[src/rtl/pc_trigger_scoreboard_if.sv]
// pc_trigger_scoreboard_if
// Observation bus for the PC-triggered scoreboard: the 7-bit PC display bus,
// one data field per channel and one {inc,dec} request pair per channel.
// The stimulus side drives through the master modport; the scoreboard
// listens through the slave modport.
interface pc_trigger_scoreboard_if #(
  parameter int N_CH   = 2,
  parameter int PC_W   = 7,
  parameter int DATA_W = 8
);
  logic [PC_W-1:0]        PC_IN;
  logic [N_CH*DATA_W-1:0] DATA_IN;
  logic [N_CH*2-1:0]      REQ_IN;

  modport master (output PC_IN, output DATA_IN, output REQ_IN);
  modport slave  (input  PC_IN, input  DATA_IN, input  REQ_IN);
endinterface

[src/rtl/pc_trigger_scoreboard.sv]
// pc_trigger_scoreboard
// Multi-channel scoreboard driven by PC entry events. Each channel samples
// its data field on entering its sample address, derives an expected value
// from that sample and the latched {inc,dec} request, and on entering its
// check address compares against the live data field. The comparison result
// resolves one cycle later into saturating test/pass/fail counters, sticky
// per-channel fail flags and a registered report pulse naming the
// lowest-index resolving channel.
// Optional build macro: PCSB_TIMEOUT_EN -- an armed channel that sees no
// check entry within TIMEOUT_CYC cycles resolves as a failed test.
module pc_trigger_scoreboard #(
  parameter int                      N_CH        = 2,
  parameter int                      PC_W        = 7,
  parameter int                      DATA_W      = 8,
  parameter int                      CNT_W       = 16,
  parameter logic [N_CH*PC_W-1:0]    SAMPLE_PCS  = {7'h12, 7'h12},
  parameter logic [N_CH*PC_W-1:0]    CHECK_PCS   = {7'h4B, 7'h4A},
  parameter logic [N_CH*2-1:0]       MODES       = {2'd1, 2'd0},
  parameter logic [N_CH*DATA_W-1:0]  WRAP_MAX    = {8'd2, 8'd31},
  parameter int                      TIMEOUT_CYC = 256
) (
  input  logic                                        CLK,
  input  logic                                        RESET,
  pc_trigger_scoreboard_if.slave                      bus,
  output logic [CNT_W-1:0]                            TEST_COUNT,
  output logic [CNT_W-1:0]                            PASS_COUNT,
  output logic [CNT_W-1:0]                            FAIL_COUNT,
  output logic [N_CH-1:0]                             FAIL_CH,
  output logic                                        CHECK_VALID,
  output logic                                        CHECK_PASS,
  output logic [((N_CH > 1) ? $clog2(N_CH) : 1)-1:0] CHECK_CH
);

  localparam int CH_W = (N_CH > 1) ? $clog2(N_CH) : 1;

  localparam logic [1:0] ST_IDLE  = 2'd0;
  localparam logic [1:0] ST_ARMED = 2'd1;
  localparam logic [1:0] ST_CHECK = 2'd2;

  // Expected value from the sampled data and the latched {inc,dec} pair.
  function automatic logic [DATA_W-1:0] exp_value(
    input logic [1:0]        mode,
    input logic [DATA_W-1:0] s_data,
    input logic [1:0]        s_req,
    input logic [DATA_W-1:0] wmax
  );
    logic [DATA_W-1:0] r;
    case (mode)
      2'd0: begin
        case (s_req)
          2'b10:   r = (s_data == wmax) ? s_data : s_data + DATA_W'(1);
          2'b01:   r = (s_data == {DATA_W{1'b0}}) ? s_data : s_data - DATA_W'(1);
          default: r = s_data;
        endcase
      end
      2'd1:    r = s_req[1] ? ((s_data >= wmax) ? {DATA_W{1'b0}} : s_data + DATA_W'(1)) : s_data;
      default: r = s_data;
    endcase
    return r;
  endfunction

  // Counter add that sticks at all-ones instead of wrapping.
  function automatic logic [CNT_W-1:0] sat_add(
    input logic [CNT_W-1:0] a,
    input logic [CNT_W:0]   b
  );
    logic [CNT_W+1:0] sum;
    sum = {2'b00, a} + {1'b0, b};
    return (sum > {2'b00, {CNT_W{1'b1}}}) ? {CNT_W{1'b1}} : sum[CNT_W-1:0];
  endfunction

  logic [PC_W-1:0] prev_pc_r;
  logic            pc_new_s;
  logic [N_CH-1:0] sample_hit_s;
  logic [N_CH-1:0] check_hit_s;
  logic [N_CH-1:0] in_check_s;
  logic [N_CH-1:0] chk_pass_s;
  logic [N_CH-1:0] timeout_s;
  logic [N_CH-1:0] resolve_s;
  logic [N_CH-1:0] res_pass_s;
  logic [N_CH-1:0] res_fail_s;
  logic [CNT_W:0]  n_res_s;
  logic [CNT_W:0]  n_pass_s;
  logic [CNT_W:0]  n_fail_s;
  logic [CH_W-1:0] rep_ch_s;
  logic            rep_pass_s;

  assign pc_new_s = (prev_pc_r != bus.PC_IN);

`ifdef PCSB_TIMEOUT_EN
  localparam int TMO_W = $clog2(TIMEOUT_CYC + 1);
`endif

  for (genvar g = 0; g < N_CH; g++) begin : g_ch
    logic [1:0]        state_r;
    logic [DATA_W-1:0] s_data_r;
    logic [1:0]        s_req_r;
    logic              pass_r;
    logic [DATA_W-1:0] data_s;
    logic [1:0]        req_s;

    assign data_s          = bus.DATA_IN[g*DATA_W +: DATA_W];
    assign req_s           = bus.REQ_IN[g*2 +: 2];
    assign sample_hit_s[g] = pc_new_s && (bus.PC_IN == SAMPLE_PCS[g*PC_W +: PC_W]);
    assign check_hit_s[g]  = pc_new_s && (bus.PC_IN == CHECK_PCS[g*PC_W +: PC_W]);
    assign in_check_s[g]   = (state_r == ST_CHECK);
    assign chk_pass_s[g]   = pass_r;

    // Channel FSM: arm on sample entry, compare on check entry, resolve next edge.
    always_ff @(posedge CLK) begin
      if (RESET) begin
        state_r  <= ST_IDLE;
        s_data_r <= {DATA_W{1'b0}};
        s_req_r  <= 2'b00;
        pass_r   <= 1'b0;
      end else begin
        case (state_r)
          ST_IDLE: begin
            if (sample_hit_s[g] && (req_s != 2'b00)) begin
              state_r  <= ST_ARMED;
              s_data_r <= data_s;
              s_req_r  <= req_s;
            end
          end
          ST_ARMED: begin
            // Check entry wins when sample and check addresses coincide.
            if (check_hit_s[g]) begin
              state_r <= ST_CHECK;
              pass_r  <= (data_s == exp_value(MODES[g*2 +: 2], s_data_r, s_req_r,
                                               WRAP_MAX[g*DATA_W +: DATA_W]));
            end else if (sample_hit_s[g]) begin
              if (req_s != 2'b00) begin
                s_data_r <= data_s;
                s_req_r  <= req_s;
              end else begin
                state_r <= ST_IDLE;
              end
            end else if (timeout_s[g]) begin
              state_r <= ST_IDLE;
            end
          end
          ST_CHECK: state_r <= ST_IDLE;
          default:  state_r <= ST_IDLE;
        endcase
      end
    end

`ifdef PCSB_TIMEOUT_EN
    logic [TMO_W-1:0] tmo_cnt_r;

    // A resample restarts the window, so only a quiet ARMED period times out.
    assign timeout_s[g] = (state_r == ST_ARMED) && !check_hit_s[g] && !sample_hit_s[g] &&
                          (tmo_cnt_r == TMO_W'(TIMEOUT_CYC - 1));

    // Age of the current sample while ARMED; cleared on every (re)sample.
    always_ff @(posedge CLK) begin
      if (RESET) begin
        tmo_cnt_r <= {TMO_W{1'b0}};
      end else if ((state_r == ST_ARMED) && !sample_hit_s[g]) begin
        tmo_cnt_r <= tmo_cnt_r + TMO_W'(1);
      end else begin
        tmo_cnt_r <= {TMO_W{1'b0}};
      end
    end
`else
    assign timeout_s[g] = 1'b0;
`endif
  end

  assign resolve_s  = in_check_s | timeout_s;
  assign res_pass_s = in_check_s & chk_pass_s;
  assign res_fail_s = resolve_s & ~res_pass_s;

  // Per-edge tallies and the lowest-index resolving channel to report.
  always_comb begin
    n_res_s    = {(CNT_W+1){1'b0}};
    n_pass_s   = {(CNT_W+1){1'b0}};
    n_fail_s   = {(CNT_W+1){1'b0}};
    rep_ch_s   = {CH_W{1'b0}};
    rep_pass_s = 1'b0;
    for (int i = 0; i < N_CH; i++) begin
      n_res_s  = n_res_s  + {{CNT_W{1'b0}}, resolve_s[i]};
      n_pass_s = n_pass_s + {{CNT_W{1'b0}}, res_pass_s[i]};
      n_fail_s = n_fail_s + {{CNT_W{1'b0}}, res_fail_s[i]};
    end
    for (int i = N_CH - 1; i >= 0; i--) begin
      rep_ch_s   = resolve_s[i] ? CH_W'(i) : rep_ch_s;
      rep_pass_s = resolve_s[i] ? res_pass_s[i] : rep_pass_s;
    end
  end

  // Previous PC for entry detection; all-ones so the first PC counts as an entry.
  always_ff @(posedge CLK) begin
    if (RESET) begin
      prev_pc_r <= {PC_W{1'b1}};
    end else begin
      prev_pc_r <= bus.PC_IN;
    end
  end

  // Resolve: counters, sticky fail flags and the registered report pulse.
  always_ff @(posedge CLK) begin
    if (RESET) begin
      TEST_COUNT  <= {CNT_W{1'b0}};
      PASS_COUNT  <= {CNT_W{1'b0}};
      FAIL_COUNT  <= {CNT_W{1'b0}};
      FAIL_CH     <= {N_CH{1'b0}};
      CHECK_VALID <= 1'b0;
      CHECK_PASS  <= 1'b0;
      CHECK_CH    <= {CH_W{1'b0}};
    end else begin
      TEST_COUNT  <= sat_add(TEST_COUNT, n_res_s);
      PASS_COUNT  <= sat_add(PASS_COUNT, n_pass_s);
      FAIL_COUNT  <= sat_add(FAIL_COUNT, n_fail_s);
      FAIL_CH     <= FAIL_CH | res_fail_s;
      CHECK_VALID <= |resolve_s;
      CHECK_PASS  <= rep_pass_s;
      CHECK_CH    <= rep_ch_s;
    end
  end

endmodule

[src/flat_wrapper.sv]
// flat-port wrapper written by rule: the top's interface ports become plain ports
module pc_trigger_scoreboard_flat 
#(
  parameter int                      N_CH        = 2,
  parameter int                      PC_W        = 7,
  parameter int                      DATA_W      = 8,
  parameter int                      CNT_W       = 16,
  parameter logic [N_CH*PC_W-1:0]    SAMPLE_PCS  = {7'h12, 7'h12},
  parameter logic [N_CH*PC_W-1:0]    CHECK_PCS   = {7'h4B, 7'h4A},
  parameter logic [N_CH*2-1:0]       MODES       = {2'd1, 2'd0},
  parameter logic [N_CH*DATA_W-1:0]  WRAP_MAX    = {8'd2, 8'd31},
  parameter int                      TIMEOUT_CYC = 256
)
  (CLK, RESET, TEST_COUNT, PASS_COUNT, FAIL_COUNT, FAIL_CH, CHECK_VALID, CHECK_PASS, CHECK_CH, bus_PC_IN, bus_DATA_IN, bus_REQ_IN);
  pc_trigger_scoreboard_if #(.N_CH(N_CH), .PC_W(PC_W), .DATA_W(DATA_W)) bus_i ();
  input  logic CLK;
  input  logic RESET;
  output logic [CNT_W-1:0] TEST_COUNT;
  output logic [CNT_W-1:0] PASS_COUNT;
  output logic [CNT_W-1:0] FAIL_COUNT;
  output logic [N_CH-1:0] FAIL_CH;
  output logic CHECK_VALID;
  output logic CHECK_PASS;
  output logic [((N_CH > 1) ? $clog2(N_CH) : 1)-1:0] CHECK_CH;
  input wire logic [$bits(bus_i.PC_IN)-1:0] bus_PC_IN;
  input wire logic [$bits(bus_i.DATA_IN)-1:0] bus_DATA_IN;
  input wire logic [$bits(bus_i.REQ_IN)-1:0] bus_REQ_IN;
  assign bus_i.PC_IN = bus_PC_IN;
  assign bus_i.DATA_IN = bus_DATA_IN;
  assign bus_i.REQ_IN = bus_REQ_IN;
  pc_trigger_scoreboard #(.N_CH(N_CH), .PC_W(PC_W), .DATA_W(DATA_W), .CNT_W(CNT_W), .SAMPLE_PCS(SAMPLE_PCS), .CHECK_PCS(CHECK_PCS), .MODES(MODES), .WRAP_MAX(WRAP_MAX), .TIMEOUT_CYC(TIMEOUT_CYC)) u_core (.CLK(CLK), .RESET(RESET), .bus(bus_i), .TEST_COUNT(TEST_COUNT), .PASS_COUNT(PASS_COUNT), .FAIL_COUNT(FAIL_COUNT), .FAIL_CH(FAIL_CH), .CHECK_VALID(CHECK_VALID), .CHECK_PASS(CHECK_PASS), .CHECK_CH(CHECK_CH));
endmodule
[config.mk]
export PLATFORM = sky130hd
export DESIGN_NAME = pc_trigger_scoreboard_flat
export DESIGN_NICKNAME = d
export VERILOG_FILES = /design/src/rtl/pc_trigger_scoreboard_if.sv /design/src/rtl/pc_trigger_scoreboard.sv /design/src/flat_wrapper.sv
export SDC_FILE = /design/constraint.sdc
export NUM_CORES = 1
export LEC_CHECK = 0
export CAP_MARGIN = 20
export CELL_PAD_IN_SITES_DETAIL_PLACEMENT = 1
export CELL_PAD_IN_SITES_GLOBAL_PLACEMENT = 1
export CORE_MARGIN = 2
export CORE_UTILIZATION = 35
export DETAILED_ROUTE_END_ITERATION = 12
export PLACE_DENSITY_LB_ADDON = 0.1
export SLEW_MARGIN = 20
export SYNTH_ARGS = -nofsm -noshare
export SYNTH_HDL_FRONTEND = slang
export SYNTH_SLANG_ARGS = --single-unit
[constraint.sdc]
create_clock -name CLK -period 2.7 [get_ports CLK]
set_input_delay 0.54 -clock CLK [delete_from_list [all_inputs] [get_ports CLK]]
set_output_delay 0.54 -clock CLK [all_outputs]
set_load 0.01 [all_outputs]
==> reports/results.txt <==
Hold Fails Final Rpt: 0
Initial Util: 0.3583
combinational share of power: 0.047
Setup WS post-layout: 132.3 ps
Worst Setup End Kind: register
Buf/Inv on CP: 1
DRC viols: 0
Reg power frac: 0.466
first-pass GRT wire length: 21,090 um
CP Data Arrival Time: 2790 ps
Fill cells: 1,501
outcome: completed
initial antenna violation count: 0
Die X: 117.7 um
ys flop type: dfxtp_1
IO Pins: 82
Setup-failing EPs final: 0
Clock Power Share: 0.487
full die area: 0.01385 mm2
Synth warnings: 0
Worst-path clk slew: 60 ps
Psw: 0.0005768 W
MaxCap Viol Count: 0
DP HPWL: 9425 um
grt peak-use layer: met2
P&R area growth vs syn: 34.09%
Int Power: 0.002137 W
CTS tree: yes
CP max-delay cell: fa_2
diodes inserted: 0
core box area: 0.01262 mm2
post-synth net total: 584
Vias/cell: 5.142
number of global-route vias before repair: 4,365
CTS sink cnt: 85
Slew HR: 0.5705
Startpoint Class: register
Pre-Repair DR Iteration Count: 4
maximum clock insertion buffer count: 2
GR met2 Demand/Resource: 0.3336
largest net degree at the start of global routing: 33
Seq/Total Area, Yosys: 0.3763
met1 Use GR: 0.2191
Distinct cells, synth: 52
htree depth: 3
cell family with most CP delay: simple AND/OR/NAND/NOR gates
total CTS buffers: 9
number of enable flip-flop cells after synthesis: 0
Buffers on Ports: 81
Tightest Pin Transition: 642.9 ps
Setup CP Type: register to register
area of the multi-input gates: 0.002678 mm2
Power per Cell Area: 447.5 mW/mm2
CP max FO: 7
synthesized cell area: 0.004522 mm2
RSZ-0062 raised after global routing: no
setup_tns: 0 ps
dpl ws: -373.8 ps
Fin Clk Skew: 4.712 ps
minimum clock period after layout: 2568 ps
Synth async-reset ratio: 0
FF+latch count, synth: 85
data required time of the critical path: 2920 ps
Min-Delay Path Class: primary input to register
1st-iter DRT viols: 138
fmax: 389.5 MHz
Clk Latency, worst-skew pair: 350 ps
Mean Syn Cell Area: 8.436 um2
via count: 4,170
Post-Syn Instances: 536
final net count: 682
final period utilization: 0.9510
# rows: 41
Root Driver: clkbuf_16
sw frac: 0.2125
Max IR drop VDD: 284.6 uV
met3 Use GR: 0.02713
Pleak: 2.330 nW
antenna viol nets, final: 0
GPL Wtd Cong: 0.8241
Cell Chain, Critical Path: nand2b_1 > inv_1 > and2_1 > ha_1 > ha_1 > fa_2 > and3_1 > and3_1 > and3_2 > nand3_2 > a21oi_1
Routed WL: 12,680 um
fraction of layout instances using a drive strength above 1: 0.1189
GRT Overall Usage: 0.1847
storage element area: 0.001703 mm2
Final Max Slew Viols: 0
largest stage delay on the critical path: 360 ps
die height: 117.7 um
gr ovfl total: 0
wire per inst: 15.64 um
logic make-up (layout without fill, tap and decap cells):
| kind of cell | Yosys count | after routing | synth area share |
|---|---|---|---|
| AOI/OAI and AO/OA | 109 | 109 | 0.1464 |
| xor gates and xnor gates | 53 | 53 | 0.1027 |
| adders and majority gates | 19 | 19 | 0.05755 |
| buffers and inverters | 51 | 153 | 0.04593 |
| DFF | 85 | 85 | 0.3763 |
| muxes | 22 | 22 | 0.04870 |
| and+or+nand+nor | 197 | 198 | 0.2225 |
sequential cells by signal, indices dropped and copies added, names as in the netlist, 2 cells and up:
| signal | count |
|---|---|
| u_core.prev_pc_r | 7 |
| u_core.FAIL_CH | 2 |
| u_core.g_ch.s_data_r | 16 |
| u_core.g_ch.s_req_r | 3 |
| u_core.g_ch.state_r | 4 |
| u_core.PASS_COUNT | 16 |
| u_core.TEST_COUNT | 16 |
| u_core.FAIL_COUNT | 16 |
| u_core.g_ch.pass_r | 2 |
through the flow:
step                      hold WS, ps  cells  instance area [um2]    util  power (W)
after global routing            507.9    811                 6063  0.4805   0.002805
after floorplan                 445.5    536                 4537       -   0.001343
after detailed placement        498.9    791                 5660  0.4485   0.001422
after global placement          451.7    791                 5660  0.4485   0.001418
final                           479.0    811                 6063  0.4805   0.002714
after CTS                       513.6    807                 5988  0.4745   0.002751
cells in the final DEF, fill, tap and decap left out, drive strengths merged, types with 3 or more instances in the layout:
cell type	netlist	routed
dfxtp	85	85
clkdlybuf4s50	0	79
a21oi	59	59
nor2	59	59
buf	4	33
nand2	31	31
xor2	27	27
xnor2	26	26
inv	24	24
nand3	22	23
mux2i	22	22
ha	16	16
nor3	14	14
a31oi	12	12
or2	10	10
and3	10	10
clkbuf	23	10
nand4	8	8
o21ai	8	8
nor2b	5	5
nor4	5	5
nor4b	5	5
or3	5	5
a21o	4	4
nand3b	4	4
nor3b	4	4
clkinv	0	4
nand2b	3	3
and2	3	3
and4	3	3
o32ai	3	3
o22ai	3	3
fa	3	3
Yosys cell counts, types with 3 or more instances:
library cell  instances  share of area
and4_1                3         0.0058
mux2i_1              22          0.049
nor2b_1               5         0.0069
nand2_1              31          0.026
nor4_1                5         0.0069
o21ai_0               8         0.0089
nor2_1               59          0.049
and2_1                3         0.0042
or2_2                10          0.014
ha_1                 16          0.044
fa_1                  3          0.013
nand3_1              22          0.024
and3_1               10          0.014
o32ai_1               3         0.0058
xor2_1               27          0.052
or3_1                 5         0.0069
a21o_1                4         0.0066
o22ai_1               3         0.0042
xnor2_1              26          0.050
nand2b_1              3         0.0042
a21oi_1              59          0.065
clkbuf_1             23          0.019
inv_1                24          0.020
nor3b_1               4         0.0066
nor3_1               14          0.015
nor4b_1               5         0.0097
dfxtp_1              85           0.38
nand4_1               8          0.011
a31oi_1              12          0.017
nand3b_1              4         0.0066
final cells by class:
cell class,count,area share
Multi-Input combinational cell,401,0.4416
Tap cell,172,0.03549
Clock inverter,6,0.01444
Timing Repair Buffer,113,0.1750
Inverter,24,0.01486
Sequential cell,85,0.2808
Clock buffer,10,0.03776
power by group through the flow:
stage,clock [W],sequential [W],combinational [W]
after floorplan,0,0.00129,0.0000521
after global placement,0,0.00129,0.000125
after detailed placement,0,0.00129,0.000129
after CTS,0.00136,0.00126,0.000130
after global routing,0.00140,0.00126,0.000139
final,0.00132,0.00126,0.000128
routing by layer:
| metal | vias up | wire, um | share of wire |
|---|---|---|---|
| li1 | 2082 | - | - |
| met1 | 2010 | 5636 | 0.44 |
| met2 | 60 | 6508 | 0.51 |
| met3 | 18 | 292 | 0.023 |
| met4 | 0 | 246 | 0.019 |
| met5 | - | 0 | 0 |
repair_timing:
action | CTS | global route
hold buffers | 0 | 0
setup buffers | 0 | 3
cloned | 0 | 1
endpoints found under the setup margin | 18 | 68
pin swaps | 0 | 6
gates resized for setup | 2 | 14
endpoints found under the hold margin | 0 | 0
final timing paths:
check,from,end,slack (ps),cells after the start
max reg2reg,u_core.g_ch[1].state_r[0],u_core.PASS_COUNT[10],130,11
max,u_core.g_ch[1].state_r[0],u_core.PASS_COUNT[10],130,11
min reg2reg,u_core.g_ch[0].state_r[0],u_core.g_ch[0].state_r[0],500,2
min,bus_PC_IN[1],u_core.prev_pc_r[1],480,2
Note: power is estimated with default switching activity, not from simulation.
